### src/rtl/key_event_sched.sv
// key_event_sched: round-robin merge of per-key press/release pulses into a FWFT event FIFO.
// Define KEY_REPEAT_EN to add per-key hold-to-repeat timers that emit type 2'b10 events.
module key_event_sched #(
    parameter int N_KEYS     = 4,
    parameter int FIFO_DEPTH = 4,
    parameter int T_HOLD     = 25_000_000,
    parameter int T_REPEAT   = 5_000_000
) (
    input  logic                      clk,
    input  logic                      rst_n,
    input  logic [N_KEYS-1:0]         press_flag,
    input  logic [N_KEYS-1:0]         release_flag,
    output logic                      evt_valid,
    input  logic                      evt_ready,
    output logic [$clog2(N_KEYS)-1:0] evt_key,
    output logic [1:0]                evt_type,
    output logic                      ovf,
    input  logic                      ovf_clr
);
    localparam int KW = $clog2(N_KEYS);
    localparam int AW = $clog2(FIFO_DEPTH);
    localparam int EW = KW + 2;

    localparam logic [1:0] TYPE_PRESS   = 2'b00;
    localparam logic [1:0] TYPE_RELEASE = 2'b01;
    localparam logic [1:0] TYPE_REPEAT  = 2'b10;

    if (N_KEYS < 2 || N_KEYS > 8 || FIFO_DEPTH < 2 || (FIFO_DEPTH & (FIFO_DEPTH - 1)) != 0 ||
        T_HOLD < 1 || T_REPEAT < 1) begin : g_cfg_check
        $error("key_event_sched: unsupported parameter set");
    end

    logic [N_KEYS-1:0] r_p;
    logic [N_KEYS-1:0] r_r;
    logic [N_KEYS-1:0] r_t;
    logic [N_KEYS-1:0] w_req;
    logic [N_KEYS-1:0] w_fire;
    logic [N_KEYS-1:0] w_gnt_p;
    logic [N_KEYS-1:0] w_gnt_r;
    logic [N_KEYS-1:0] w_gnt_t;
    logic [KW-1:0]     r_rr;
    logic [KW-1:0]     w_gnt_idx;
    logic [KW-1:0]     w_k;
    logic [KW:0]       w_sum;
    logic              w_gnt_any;
    logic              w_gnt;
    logic [1:0]        w_gnt_type;
    logic [AW:0]       r_wr;
    logic [AW:0]       r_rd;
    logic [EW-1:0]     r_mem [FIFO_DEPTH];
    logic              w_full;
    logic              w_empty;
    logic              w_pop;
    logic              r_ovf;
    logic              w_ovf_set;

    assign w_req = r_p | r_r | r_t;

    // Scan keys starting at the round-robin pointer, wrapping modulo N_KEYS.
    always_comb begin
        w_gnt_any = 1'b0;
        w_gnt_idx = '0;
        w_sum     = '0;
        w_k       = '0;
        for (int unsigned i = 0; i < N_KEYS; i++) begin
            w_sum = {1'b0, r_rr} + (KW+1)'(i);
            if (w_sum >= (KW+1)'(N_KEYS)) begin
                w_sum = w_sum - (KW+1)'(N_KEYS);
            end
            w_k = w_sum[KW-1:0];
            if (!w_gnt_any && w_req[w_k]) begin
                w_gnt_any = 1'b1;
                w_gnt_idx = w_k;
            end
        end
    end

    assign w_gnt = w_gnt_any && !w_full;

    always_comb begin
        w_gnt_p    = '0;
        w_gnt_r    = '0;
        w_gnt_t    = '0;
        w_gnt_type = TYPE_PRESS;
        if (w_gnt) begin
            if (r_p[w_gnt_idx]) begin
                w_gnt_p[w_gnt_idx] = 1'b1;
                w_gnt_type         = TYPE_PRESS;
            end else if (r_r[w_gnt_idx]) begin
                w_gnt_r[w_gnt_idx] = 1'b1;
                w_gnt_type         = TYPE_RELEASE;
            end else begin
                w_gnt_t[w_gnt_idx] = 1'b1;
                w_gnt_type         = TYPE_REPEAT;
            end
        end
    end

    // A pulse landing on a bit being granted this cycle reloads it without overflow.
    assign w_ovf_set = |((r_p & ~w_gnt_p & press_flag) | (r_r & ~w_gnt_r & release_flag));

    always_ff @(posedge clk or negedge rst_n) begin
        if (!rst_n) begin
            r_p  <= '0;
            r_r  <= '0;
            r_t  <= '0;
            r_rr <= '0;
        end else begin
            r_p <= (r_p & ~w_gnt_p) | press_flag;
            r_r <= (r_r & ~w_gnt_r) | release_flag;
            r_t <= ((r_t & ~w_gnt_t) | w_fire) & ~release_flag;
            if (w_gnt) begin
                r_rr <= (w_gnt_idx == KW'(N_KEYS - 1)) ? '0 : w_gnt_idx + KW'(1);
            end
        end
    end

    always_ff @(posedge clk or negedge rst_n) begin
        if (!rst_n) begin
            r_ovf <= 1'b0;
        end else if (ovf_clr) begin
            r_ovf <= 1'b0;
        end else if (w_ovf_set) begin
            r_ovf <= 1'b1;
        end
    end

    assign ovf = r_ovf;

    assign w_empty = (r_wr == r_rd);
    assign w_full  = (r_wr[AW] != r_rd[AW]) && (r_wr[AW-1:0] == r_rd[AW-1:0]);
    assign w_pop   = !w_empty && evt_ready;

    always_ff @(posedge clk or negedge rst_n) begin
        if (!rst_n) begin
            r_wr <= '0;
            r_rd <= '0;
            for (int unsigned i = 0; i < FIFO_DEPTH; i++) begin
                r_mem[i] <= '0;
            end
        end else begin
            if (w_gnt) begin
                r_mem[r_wr[AW-1:0]] <= {w_gnt_idx, w_gnt_type};
                r_wr                <= r_wr + (AW+1)'(1);
            end
            if (w_pop) begin
                r_rd <= r_rd + (AW+1)'(1);
            end
        end
    end

    assign evt_valid           = !w_empty;
    assign {evt_key, evt_type} = r_mem[r_rd[AW-1:0]];

`ifdef KEY_REPEAT_EN
    localparam logic [31:0] HOLD_LIM = 32'(T_HOLD - 1);
    localparam logic [31:0] REP_LIM  = 32'(T_REPEAT - 1);

    logic [N_KEYS-1:0] r_held;
    logic [N_KEYS-1:0] r_first;
    logic [31:0]       r_timer [N_KEYS];

    always_comb begin
        w_fire = '0;
        for (int unsigned k = 0; k < N_KEYS; k++) begin
            w_fire[k] = r_held[k] && (r_timer[k] == (r_first[k] ? HOLD_LIM : REP_LIM));
        end
    end

    // A release both ends the hold and restarts the timer toward the long first delay.
    always_ff @(posedge clk or negedge rst_n) begin
        if (!rst_n) begin
            r_held  <= '0;
            r_first <= '1;
            for (int unsigned k = 0; k < N_KEYS; k++) begin
                r_timer[k] <= '0;
            end
        end else begin
            for (int unsigned k = 0; k < N_KEYS; k++) begin
                if (release_flag[k]) begin
                    r_held[k] <= 1'b0;
                end else if (w_gnt_p[k]) begin
                    r_held[k] <= 1'b1;
                end
                if (!r_held[k] || release_flag[k]) begin
                    r_timer[k] <= '0;
                    r_first[k] <= 1'b1;
                end else if (w_fire[k]) begin
                    r_timer[k] <= '0;
                    r_first[k] <= 1'b0;
                end else begin
                    r_timer[k] <= r_timer[k] + 32'd1;
                end
            end
        end
    end
`else
    assign w_fire = '0;
`endif

endmodule

### config.mk
export PLATFORM = sky130hd
export DESIGN_NAME = key_event_sched
export DESIGN_NICKNAME = d
export VERILOG_FILES = /design/src/rtl/key_event_sched.sv
export SDC_FILE = /design/constraint.sdc
export NUM_CORES = 1
export LEC_CHECK = 0
export CORE_ASPECT_RATIO = 1.2
export CORE_UTILIZATION = 57
export CTS_BUF_LIST = sky130_fd_sc_hd__clkbuf_8 sky130_fd_sc_hd__clkbuf_16
export DETAILED_ROUTE_END_ITERATION = 16
export HOLD_SLACK_MARGIN = 0.12
export PLACE_DENSITY = 0.76
export SETUP_SLACK_MARGIN = 0.15
export SYNTH_ARGS = -nofsm -noshare
export SYNTH_HDL_FRONTEND = slang
export SYNTH_SLANG_ARGS = --single-unit
export TNS_END_PERCENT = 30
### constraint.sdc
create_clock -name clk -period 3.37 [get_ports clk]
set_input_delay 0.8425 -clock clk [delete_from_list [all_inputs] [get_ports clk]]
set_output_delay 0.8425 -clock clk [all_outputs]
set_load 0.01 [all_outputs]
# After elaboration in Yosys (flattened, before gate mapping)
# Cells that the tools add are included.
dict set report totals {
  input_bits 12
  wordCells 116
  regBits 37
  output_inout_bits 6
}
dict set report op_classes {
  bitwise 17
  muxes 46
  n_eq_ne 4
  order_cmp 13
  n_reduce_logical 15
  addsub 10
}
# cell count
set op_table {}
lappend op_table {{4-bit two-way mux} 11}
lappend op_table {{4-bit AND} 6}
lappend op_table {{2-bit two-way mux} 12}
lappend op_table {{4-bit OR} 5}
lappend op_table {{16-bit bitwise mux} 1}
lappend op_table {{4-bit NOT} 4}
lappend op_table {{3-bit greater-or-equal comparator (second input constant)} 5}
lappend op_table {{2-bit by 3-bit less-than comparator with 1-bit output (second input constant)} 5}
lappend op_table {{1-bit two-way mux} 13}
lappend op_table {{1-bit binary-select mux with 2-bit select} 6}
lappend op_table {{4-bit binary-select mux with 2-bit select} 1}
lappend op_table {{4-bit demux with 2-bit select} 1}
lappend op_table {{1-bit logical AND} 8}
lappend op_table {{2-bit by 1-bit subtractor with 2-bit output (second input constant)} 4}
lappend op_table {{2-bit by 2-bit adder with 3-bit output (second input constant)} 2}
lappend op_table {{3-bit by 1-bit adder with 3-bit output (second input constant)} 2}
lappend op_table {{2-bit NOT with 3-bit output} 2}
lappend op_table {{1-bit logical NOT} 5}
lappend op_table {{4-bit OR reduction} 1}
lappend op_table {{2-bit by 1-bit adder with 3-bit output (second input constant)} 1}
lappend op_table {{3-bit == test} 1}
lappend op_table {{2-bit by 3-bit greater-or-equal comparator with 1-bit output (second input constant)} 1}
lappend op_table {{3-bit by 1-bit less-than comparator with 1-bit output (second input constant)} 1}
lappend op_table {{2-bit by 1-bit adder with 2-bit output (second input constant)} 1}
lappend op_table {{6 further kinds} 6}

# Depth between registers and ports, before layout
# Gate-level depths: netlist of the first run.
dict set report depth {
  ltp_word 28
  depth_mapped 11
  depth_no_buf 10
}

# Worst setup path before layout of the first run
# No wires, ideal clock.
dict set report synth_path {
  path_kind {flip-flop to flip-flop}
  start {register r_p[1]}
  end {register r_ovf, in the netlist ovf}
  setup_ns 0.129
  path_buffers 0
  stages_incl_launch_ff 9
  required_ns 3.241
  period_less_slack_ns 2.722
  arrival_time_ns 2.593
  path_slack_ns 0.648
  cell_sequence {dfrtp_1 or3_4 o311ai_4 ha_1 nand2_1 nor3_1 o22ai_1 or4_1 o41a_1}
}
dict set report synth_between {
  elab_chain_cells 27
  elab_cells_between_ends 48
  cone_classes {order compare: 2; mux: 27; bitwise: 9; reduce/logical: 10}
}
# element line_no
set synth_rtl {}
lappend synth_rtl {{start, declared} 33} ;# logic [N_KEYS-1:0] r_p;
lappend synth_rtl {{start signal, assigned} 109} ;# r_p <= (r_p & ~w_gnt_p) | press_flag;
lappend synth_rtl {{4-bit OR (2 in series)} 57} ;# assign w_req = r_p | r_r | r_t;
lappend synth_rtl {{1-bit binary-select mux with 2-bit select} 71} ;# if (!w_gnt_any && w_req[w_k]) begin
lappend synth_rtl {{1-bit two-way mux (not written as such)} 71}
lappend synth_rtl {{1-bit two-way mux} 71}
lappend synth_rtl {{1-bit logical NOT} 71}
lappend synth_rtl {{1-bit logical AND} 71}
lappend synth_rtl {{1-bit two-way mux} 71}
lappend synth_rtl {{1-bit logical NOT} 71}
lappend synth_rtl {{[9 not listed]} --}
lappend synth_rtl {{4-bit two-way mux} 89} ;# end else if (r_r[w_gnt_idx]) begin
lappend synth_rtl {{4-bit two-way mux} 86} ;# if (r_p[w_gnt_idx]) begin
lappend synth_rtl {{4-bit two-way mux} 85} ;# if (w_gnt) begin
lappend synth_rtl {{4-bit NOT} 100} ;# assign w_ovf_set = |((r_p & ~w_gnt_p & press_flag) | (r_r & ~w_gnt_r & release_flag));
lappend synth_rtl {{4-bit AND (2 in series)} 100}
lappend synth_rtl {{4-bit OR *} 100}
lappend synth_rtl {{4-bit OR reduction *} 100}
lappend synth_rtl {{2-bit nonzero test (no line) *} --}
lappend synth_rtl {{end signal, assigned} 120} ;# r_ovf <= 1'b0;
lappend synth_rtl {{end signal, assigned} 122} ;# r_ovf <= 1'b0;
lappend synth_rtl {{end signal, assigned} 124} ;# r_ovf <= 1'b1;
lappend synth_rtl {{end, declared} 54} ;# logic r_ovf;
# Every way passes the cells marked *; elsewhere a longest branch is shown, timed or not. The select of a mux whose other input is x is not followed.
# A chain may end at the register's enable or synchronous reset.

# Worst setup path after layout of the first run
# Ends and elaborated chain as after synthesis.

==> flow_summary.toml, run 1 <==
[worst_setup_path]
cp-end-kind = "register"
cp_max_fo = 5
startpoint_type = "register"
crit_path_top_delay_cell = "or4_1"
worst_ep_required_time_ns = 3.54
cpPeakStageDelay_ns = 0.52
path_cells = "or3_4 -> o311ai_4 -> ha_1 -> nand2_1 -> nor3_1 -> o22ai_1 -> or4_1 -> o41a_1"
crit_arrival_ns = 3.32
criticalPathCategory = "register to register"

[timing]
rsz0062_at_grt = "false"
finClkSkew_ns = 0.004907
finalHoldViolCount = 0
layout_min_cycle_time_ns = 3.147
slew_headroom = 0.5183
drv_slew = 0
final-setup-viol-count = 0
fin_crit_sh = 0.9338
fin_setup_tns_ns = 0
max_freq_ghz = 0.3178
tightest_slew_ns = 0.7198

[synth]
syn_area_per_cell_um2 = 10.63
ys_async_sr_fraction = 1.000
syn_inst = 192
synth_area_um2 = 2041
ys_ff_latch = 37
synth_nets = 213
synthFlopType = "dfrtp_1"
yosys_warnings = 0
ys_top_cells_by_count = "37 x dfrtp_1, 35 x nand2_1, 11 x o21ai_0"
ys_seq_area_frac = 0.4537
post-synth-top-count-cell = "dfrtp_1"
synth_cell_types = 48
synthDominantCellAreaShare = 0.4537
ys_top_cells_by_area = "dfrtp_1 45%, nand2_1 6.4%, ha_1 5.5%"
yosys.area.top_type = "dfrtp_1"
synth_edf_count = 0

[route]
vias_per_cell = 6.346
drcViolationCount = 0
vias = 1612
wl_per_cell_um = 18.57
drt_wl_total_mm = 4.718
drt-initial-drc-count = 80
firstDrtPassIters = 4
drtAntennaViolNets = 0

[final_layout]
n_antenna_cell = 0
final_core_util = 0.7046
instances_no_fill = 254
final_layout_size_suffix_gt1_frac = 0.1475
final.fill_count = 233
syn_to_final_growth_pct = 16.25
fin_nets = 237

[power]
sw_frac_of_total = 0.4441
p_sw_mw = 1.099
leakage_nw = 1.037
pwr-share-comb = 0.544
power_frac_seq = 0.336
clockPowerShare = 0.120
ir_worst_vdd_uv = 747.8
p_int_mw = 1.376
power_density_nw_per_um2 = 1043

[clocking]
clock_path_buffers = 2
clock_sinks = 37
clock_latency_ns = 0.29
holdBufCountCts = 0
h-tree-depth = 2
cts-root-buf = "clkbuf_8"
cts_tree = "yes"
clk_pin_slew_ns = 0.07
numCtsBuffers = 5

[die]
start_util = 0.6061
die-area_um2 = 3824
chipHeight_um = 67.55
ios = 18
design.core.area_um2 = 3367
die_x_um = 56.62
num_rows = 23

[placed_design]
io_buffers = 17
dp.cells = 243
gp_congestion = 0.9615
hpwlAfterDp_mm = 3.313

[global_routing]
grt_pass1_vias = 1614
gr-total-overflow = 0
antenna_found_initial = 0
grt_use_total = 0.2734
grt_max_degree = 38
grt_pass1_wl_mm = 7.596

[flow_run]
maxCapViolations = 0

[min_path]
holdCritPathClass = "register to register"

[outcome]
outcome = "complete, no violations"
==> area by class of cell <==
type / instances / area [µm²] / share of cell area
Clock inverter: 3 / 13.76 / 0.005802
Tap cell: 37 / 46.29 / 0.01951
Sequential cell: 37 / 925.9 / 0.3903
Timing Repair Buffer: 22 / 207.7 / 0.08755
Inverter: 8 / 30.03 / 0.01266
Clock buffer: 5 / 68.82 / 0.02901
Multi-Input combinational cell: 142 / 1080 / 0.4552
==> per-layer routing <==
layer,track usage,part of all wire,wire [µm],vias to the layer above
met4,0.1768,0.042,196,0
met1,0.3128,0.40,1884,810
met5,0,0,0,-
met2,0.4632,0.52,2459,48
li1,-,-,-,740
met3,0.06322,0.038,177,14
==> placed cells by master, fill, tap and decap left out, types with 3 or more instances in the layout <==
cell type and instances:
a21o_1 6, a21oi_1 10, a22o_1 8, buf_4 5, clkbuf_8 5, clkdlybuf4s50_1 17, dfrtp_1 37, ha_1 9
inv_1 9, mux2_2 3, mux4_2 4, nand2_1 35, nand2b_1 4, nor2_1 5, nor3_1 3, o21ai_0 11
or3_1 3, xnor2_1 5
==> worst max-delay path, delay by kind of cell (launching register included) <==
kind / cells / cell delay [ns]
simple gates: 4 / 1.33
compound gates: 3 / 0.88
flops: 1 / 0.47
fa+ha+maj: 1 / 0.35
==> stage by stage <==
stage	hold slack, ns	total power, mW	worst slack, ns	instance area [µm²]
floorplan	0.4446	1.725	0.6475	2041
global placement	0.4576	2.047	0.2192	2250
detailed placement	0.4712	2.094	0.1790	2250
CTS	0.4878	2.408	0.1785	2332
global route	0.5196	2.647	0.2008	2372
finish	0.4897	2.474	0.2229	2372
==> power by group through the flow <==
stage	sequential [mW]	combinational (mW)	clock (mW)
floorplan	0.733	0.992	0
finish	0.831	1.35	0.296
global placement	0.819	1.23	0
global route	0.851	1.47	0.321
detailed placement	0.824	1.27	0
CTS	0.818	1.29	0.302
==> sequential cells by signal, indices dropped and copies added, names as in the netlist <==
| signal | flops |
|---|---|
| r_rr | 2 |
| r_p | 4 |
| r_mem | 16 |
| r_t | 4 |
| r_r | 4 |
| r_wr | 3 |
| ovf | 1 |
| r_rd | 3 |
==> timing repair <==
item,in CTS,in global routing
setup endpoints to repair,0,1
resized for setup,0,3
setup buffers,0,3
hold endpoints to repair,0,0
==> final timing paths <==
path | startpoint | endpoint | slack, ns | depth (start not counted)
setup / recovery | r_p[1] | ovf | 0.22 | 8
hold / removal | r_mem[7] | r_mem[7] | 0.49 | 2
max in group asynchronous | rst_n | r_p[1] | 2.07 | 2
min in group asynchronous | rst_n | r_mem[5] | 0.97 | 2
setup reg to reg | r_p[1] | ovf | 0.22 | 8
hold reg to reg | r_mem[7] | r_mem[7] | 0.49 | 2
==> kinds of logic (layout without fill, tap and decap cells) <==
| group | Yosys count | count (layout) | share of synthesized area |
|---|---|---|---|
| compound gates | 54 | 54 | 0.2066 |
| simple gates | 63 | 63 | 0.1582 |
| buf+inv | 13 | 38 | 0.02575 |
| xor+xnor | 7 | 7 | 0.03004 |
| mux | 8 | 8 | 0.06560 |
| fa+ha+maj | 10 | 10 | 0.06009 |
| flops | 37 | 37 | 0.4537 |
Power figures use the tool's default switching activity.
==> run 2: changes to the inputs <==
PLACE_DENSITY = 0.79   (was 0.76)
==> run 2 against run 1 <==
  * Global-route usage shrank 1.2 points
  * Setup slack gained 0.096 ns
  * Clock power is essentially flat
  * Via count shrank 2.6%
  * Routed wire length shrank 3.2%
  * Clock skew grew 0.0053 ns
  * Count of clock-buffer cells in the layout is the same
  * Final cell count shrank 0.39%
  * Non-clock buffer count shrank 1
  * Sequential cell count is the same
  * Maximum frequency grew 3.1%
  * Final area is essentially flat
==> flow_summary.toml, run 2 (synthesis results as in run 1) <==
[die]
num_rows = 23
ios = 18
design.core.area_um2 = 3367
die_x_um = 56.62
start_util = 0.6061
die-area_um2 = 3824
chipHeight_um = 67.55

[flow_run]
maxCapViolations = 0

[final_layout]
n_antenna_cell = 0
final_layout_size_suffix_gt1_frac = 0.1574
top_register = "r_mem"
final_common_cell = "dfrtp_1"
multi_input_area_um2 = 1086
syn_to_final_growth_pct = 16.19
final_area_um2 = 2371
fin_nets = 236
regArea_um2 = 925.9
final.fill_count = 253
final_cell_mix = "37 x dfrtp_1, 35 x nand2_1, 17 x clkdlybuf4s50_1, 11 x o21ai_0, 10 x a21oi_1"
largest_reg_flops = 16

[clocking]
clock_latency_ns = 0.28
numCtsBuffers = 5
h-tree-depth = 2
cts_tree = "yes"
cts-root-buf = "clkbuf_8"
clk_pin_slew_ns = 0.07
clock_sinks = 37
clock_path_buffers = 2
holdBufCountCts = 0

[global_routing]
gr-total-overflow = 0
grt_max_degree = 38
antenna_found_initial = 0
grt_pass1_wl_mm = 7.417
grt_use_total = 0.2619
grt_pass1_vias = 1615

[power]
power_density_nw_per_um2 = 1029
ir_worst_vdd_uv = 745.5
leakage_nw = 1.031

[timing]
max_freq_ghz = 0.3277
finClkSkew_ns = 0.01022
slew_headroom = 0.5694
finalHoldViolCount = 0
drv_slew = 0
fin_setup_tns_ns = 0
layout_min_cycle_time_ns = 3.051
fin_crit_sh = 0.9054
final-setup-viol-count = 0
rsz0062_at_grt = "false"
tightest_slew_ns = 0.6400

[route]
vias = 1570
drtAntennaViolNets = 0
vias_per_cell = 6.206
drt_wl_total_mm = 4.567
drcViolationCount = 0
drt-initial-drc-count = 96
firstDrtPassIters = 4
wl_per_cell_um = 18.05

[worst_setup_path]
cp_max_fo = 8
startpoint_type = "register"
criticalPathCategory = "register to register"
worst_ep_required_time_ns = 3.53
crit_arrival_ns = 3.21
cp-end-kind = "register"

[outcome]
outcome = "complete, no violations"

[placed_design]
gp_congestion = 0.9597
io_buffers = 17
hpwlAfterDp_mm = 3.397
placed_area_um2 = 2250

[min_path]
holdCritPathClass = "register to register"
==> run 2: through the flow <==
stage	std cells	setup WS (ns)	util	power, mW	hold slack [ns]
2_1_floorplan	192	0.6475	-	1.725	0.4446
3_3_place_gp	243	0.2579	0.6682	2.031	0.4595
3_5_place_dp	243	0.2143	0.6682	2.096	0.4766
4_1_cts	251	0.2004	0.6927	2.399	0.4928
5_1_grt	253	0.1585	0.7042	2.615	0.5104
6_report	253	0.3188	0.7042	2.440	0.4881
==> run 2: metal layers <==
metal,global-route usage,routed length [µm]
met5,0,0
met4,0.1555,133
met3,0.03831,169
met2,0.4882,2532
met1,0.2818,1731
==> run 2: final timing paths <==
check | startpoint | cells after the start | slack [ns] | to
max in group asynchronous | rst_n | 2 | 2.07 | r_p[1]
worst max register to register | r_p[1] | 8 | 0.32 | ovf
min in group asynchronous | rst_n | 2 | 0.98 | r_mem[5]
worst max-delay path | r_p[1] | 8 | 0.32 | ovf
worst min register to register | r_mem[7] | 2 | 0.49 | r_mem[7]
worst min-delay path | r_mem[7] | 2 | 0.49 | r_mem[7]
==> run 2: area by class of cell <==
cell class / count / area share
multi-input cells: 142 / 0.4580
flip-flops and latches: 37 / 0.3905
clock buffers: 5 / 0.02902
clock inverters: 3 / 0.005805
well taps: 37 / 0.01953
repair buffers: 21 / 0.08443
inverters: 8 / 0.01266
==> run 2: critical path: stages (launching register included) <==
cell and delay, ns:
dfrtp_1 0.43, or3_4 0.43, o311ai_4 0.46, ha_2 0.34, nand2_1 0.08, nor3_2 0.21
o22ai_1 0.15, or4_1 0.52, o41a_1 0.32
==> run 2: power by group <==
part | switching [mW] | total, mW | internal, mW
Sequential | 0.210 | 0.828 | 0.618
Clock | 0.153 | 0.294 | 0.140
Combinational | 0.709 | 1.32 | 0.610
Total | 1.07 | 2.44 | 1.37
==> run 2: what timing repair did <==
item,CTS,global route
endpoints found under the setup margin,0,1
buffers inserted,0,2
gates resized for setup,0,5
==> run 3: changes to the inputs <==
CORE_UTILIZATION = 61   (was 57)
PLACE_DENSITY = 0.84   (was 0.79)
clock period = 3.87 ns   (was 3.37 ns; I/O delays follow)
==> run 3 against run 2 <==
  * Final area fell by 2.0%
  * Hold slack got worse by 0.0036 ns
  * Count of clock-buffer cells in the layout did not move
  * Sequential share of layout area rose by 0.80 points
  * Clock skew fell by 0.0023 ns
  * Maximum frequency fell by 5.1%
  * Critical path depth rose by 2
  * Setup slack improved by 0.34 ns
  * First-iteration DRC count fell by 57%
  * Clock power fell by 14%
  * Final cell count fell by 1.6%
  * Power fell by 15%
  * Critical path type unchanged
  * Critical endpoint unchanged
  * Largest power group unchanged
  * Highest routed layer unchanged
==> flow_summary.toml, run 3 (synthesis results as in run 1) <==
[global_routing]
grt_use_total = 0.3009
gr-total-overflow = 0
antenna_found_initial = 0
grt_max_degree = 38
grt_pass1_vias = 1616
grt_pass1_wl_mm = 7.583

[outcome]
outcome = "complete, no violations"

[timing]
timing.hold.ws_ns = 0.4846
layout_min_cycle_time_ns = 3.214
slew_headroom = 0.4355
finalHoldViolCount = 0
fin_crit_sh = 0.8304
finClkSkew_ns = 0.007944
fin_setup_tns_ns = 0
rsz0062_at_grt = "false"
final-setup-viol-count = 0
tightest_slew_ns = 0.8436
drv_slew = 0
fin_ws_ns = 0.6565
max_freq_ghz = 0.3112

[die]
ios = 18
num_rows = 22
die_x_um = 54.80
chipHeight_um = 65.36
design.core.area_um2 = 3110
die-area_um2 = 3582
start_util = 0.6561

[placed_design]
dp.cells = 241
preCtsSetupSlack_ns = 0.6714
gp_congestion = 0.9085
hpwlAfterDp_mm = 3.390
io_buffers = 17

[clocking]
clock_sinks = 37
numCtsBuffers = 5
clock_path_buffers = 2
cts_tree = "yes"
clock_latency_ns = 0.29
cts-root-buf = "clkbuf_8"
holdBufCountCts = 0
postCtsSetupRepairBufs = 0
cts_resized = 0
clk_pin_slew_ns = 0.07
h-tree-depth = 2

[power]
power_density_nw_per_um2 = 890.7
ir_worst_vdd_uv = 657.5
clockPowerShare = 0.123
p_int_mw = 1.155
pwr-share-comb = 0.533
sw_frac_of_total = 0.4419
leakage_nw = 1.011
p_sw_mw = 0.9146
power_frac_seq = 0.345

[worst_setup_path]
worst_ep_required_time_ns = 4.03
crit_arrival_ns = 3.38
rr_worst_depth = 10
criticalPathCategory = "register to register"
startpoint_type = "register"
cp-end-kind = "register"
cp_max_fo = 11
reg2reg_slack_ns = 0.66
r2r_start = "r_rr[1]"
rr_endpoint = "ovf"

[final_layout]
final_layout_size_suffix_gt1_frac = 0.1221
fin_nets = 233
final_common_cell = "dfrtp_1"
largest_reg_flops = 16
final_cell_mix = "37 x dfrtp_1, 35 x nand2_1, 17 x clkdlybuf4s50_1, 11 x o21ai_0, 10 x a21oi_1"
top_register = "r_mem"
final.fill_count = 213
regArea_um2 = 925.9
n_antenna_cell = 0
multi_input_area_um2 = 1062
final_core_util = 0.7470
syn_to_final_growth_pct = 13.86
instances_no_fill = 249

[route]
drt-initial-drc-count = 41
drtAntennaViolNets = 0
vias = 1557
firstDrtPassIters = 4
drt_wl_total_mm = 4.509
drcViolationCount = 0
vias_per_cell = 6.253
wl_per_cell_um = 18.11

[min_path]
hold_path_end = "r_mem[3]"
min_delay_path_depth = 2
min_from = "r_mem[3]"
holdCritPathClass = "register to register"

[flow_run]
maxCapViolations = 0
## run 3: final cells by class
| class | instances | share of cell area |
|---|---|---|
| Timing Repair Buffer | 18 | 0.07647 |
| Inverter | 8 | 0.01292 |
| Tap cell | 36 | 0.01939 |
| Multi-Input combinational cell | 142 | 0.4572 |
| Sequential cell | 37 | 0.3985 |
| Clock buffer | 5 | 0.02962 |
| Clock inverter | 3 | 0.005924 |
## run 3: metal layers
layer / part of all wire / GRT usage
met2: 0.52 / 0.5286
met1: 0.42 / 0.3419
met5: 0 / 0
met4: 0.037 / 0.1378
met3: 0.024 / 0.04398
## run 3: stage by stage
step / power [mW] / instance area, µm²
after floorplan: 1.502 / 2041
after global placement: 1.767 / 2241
after detailed placement: 1.811 / 2241
after CTS: 2.066 / 2323
after global routing: 2.232 / 2323
final: 2.070 / 2323
## run 3: power by group through the flow
stage	Sequential, mW	Combinational (mW)	Clock (mW)
floorplan	0.638	0.863	0
global placement	0.707	1.06	0
detailed placement	0.717	1.09	0
CTS	0.710	1.10	0.257
global route	0.736	1.22	0.272
finish	0.713	1.10	0.254
## run 3: worst max-delay path, cell delays in order (launching register included)
cell,delay [ns]
dfrtp_1,0.52
nor4_1,0.43
a211o_2,0.23
o311ai_4,0.20
inv_1,0.16
ha_1,0.26
nand2_1,0.08
nor3_1,0.27
o22ai_1,0.12
or4_1,0.52
o41a_1,0.31
## run 3: worst max-delay path by stage
| stage | slack [ns] | from | to |
|---|---|---|---|
| after global routing | 0.40 | r_rr[1] | ovf |
| after CTS | 0.66 | r_rr[1] | ovf |
| after floorplan | 1.15 | r_p[1] | ovf |
| after detailed placement | 0.67 | r_rr[1] | ovf |
| final | 0.66 | r_rr[1] | ovf |
| after global placement | 0.76 | r_rr[1] | ovf |
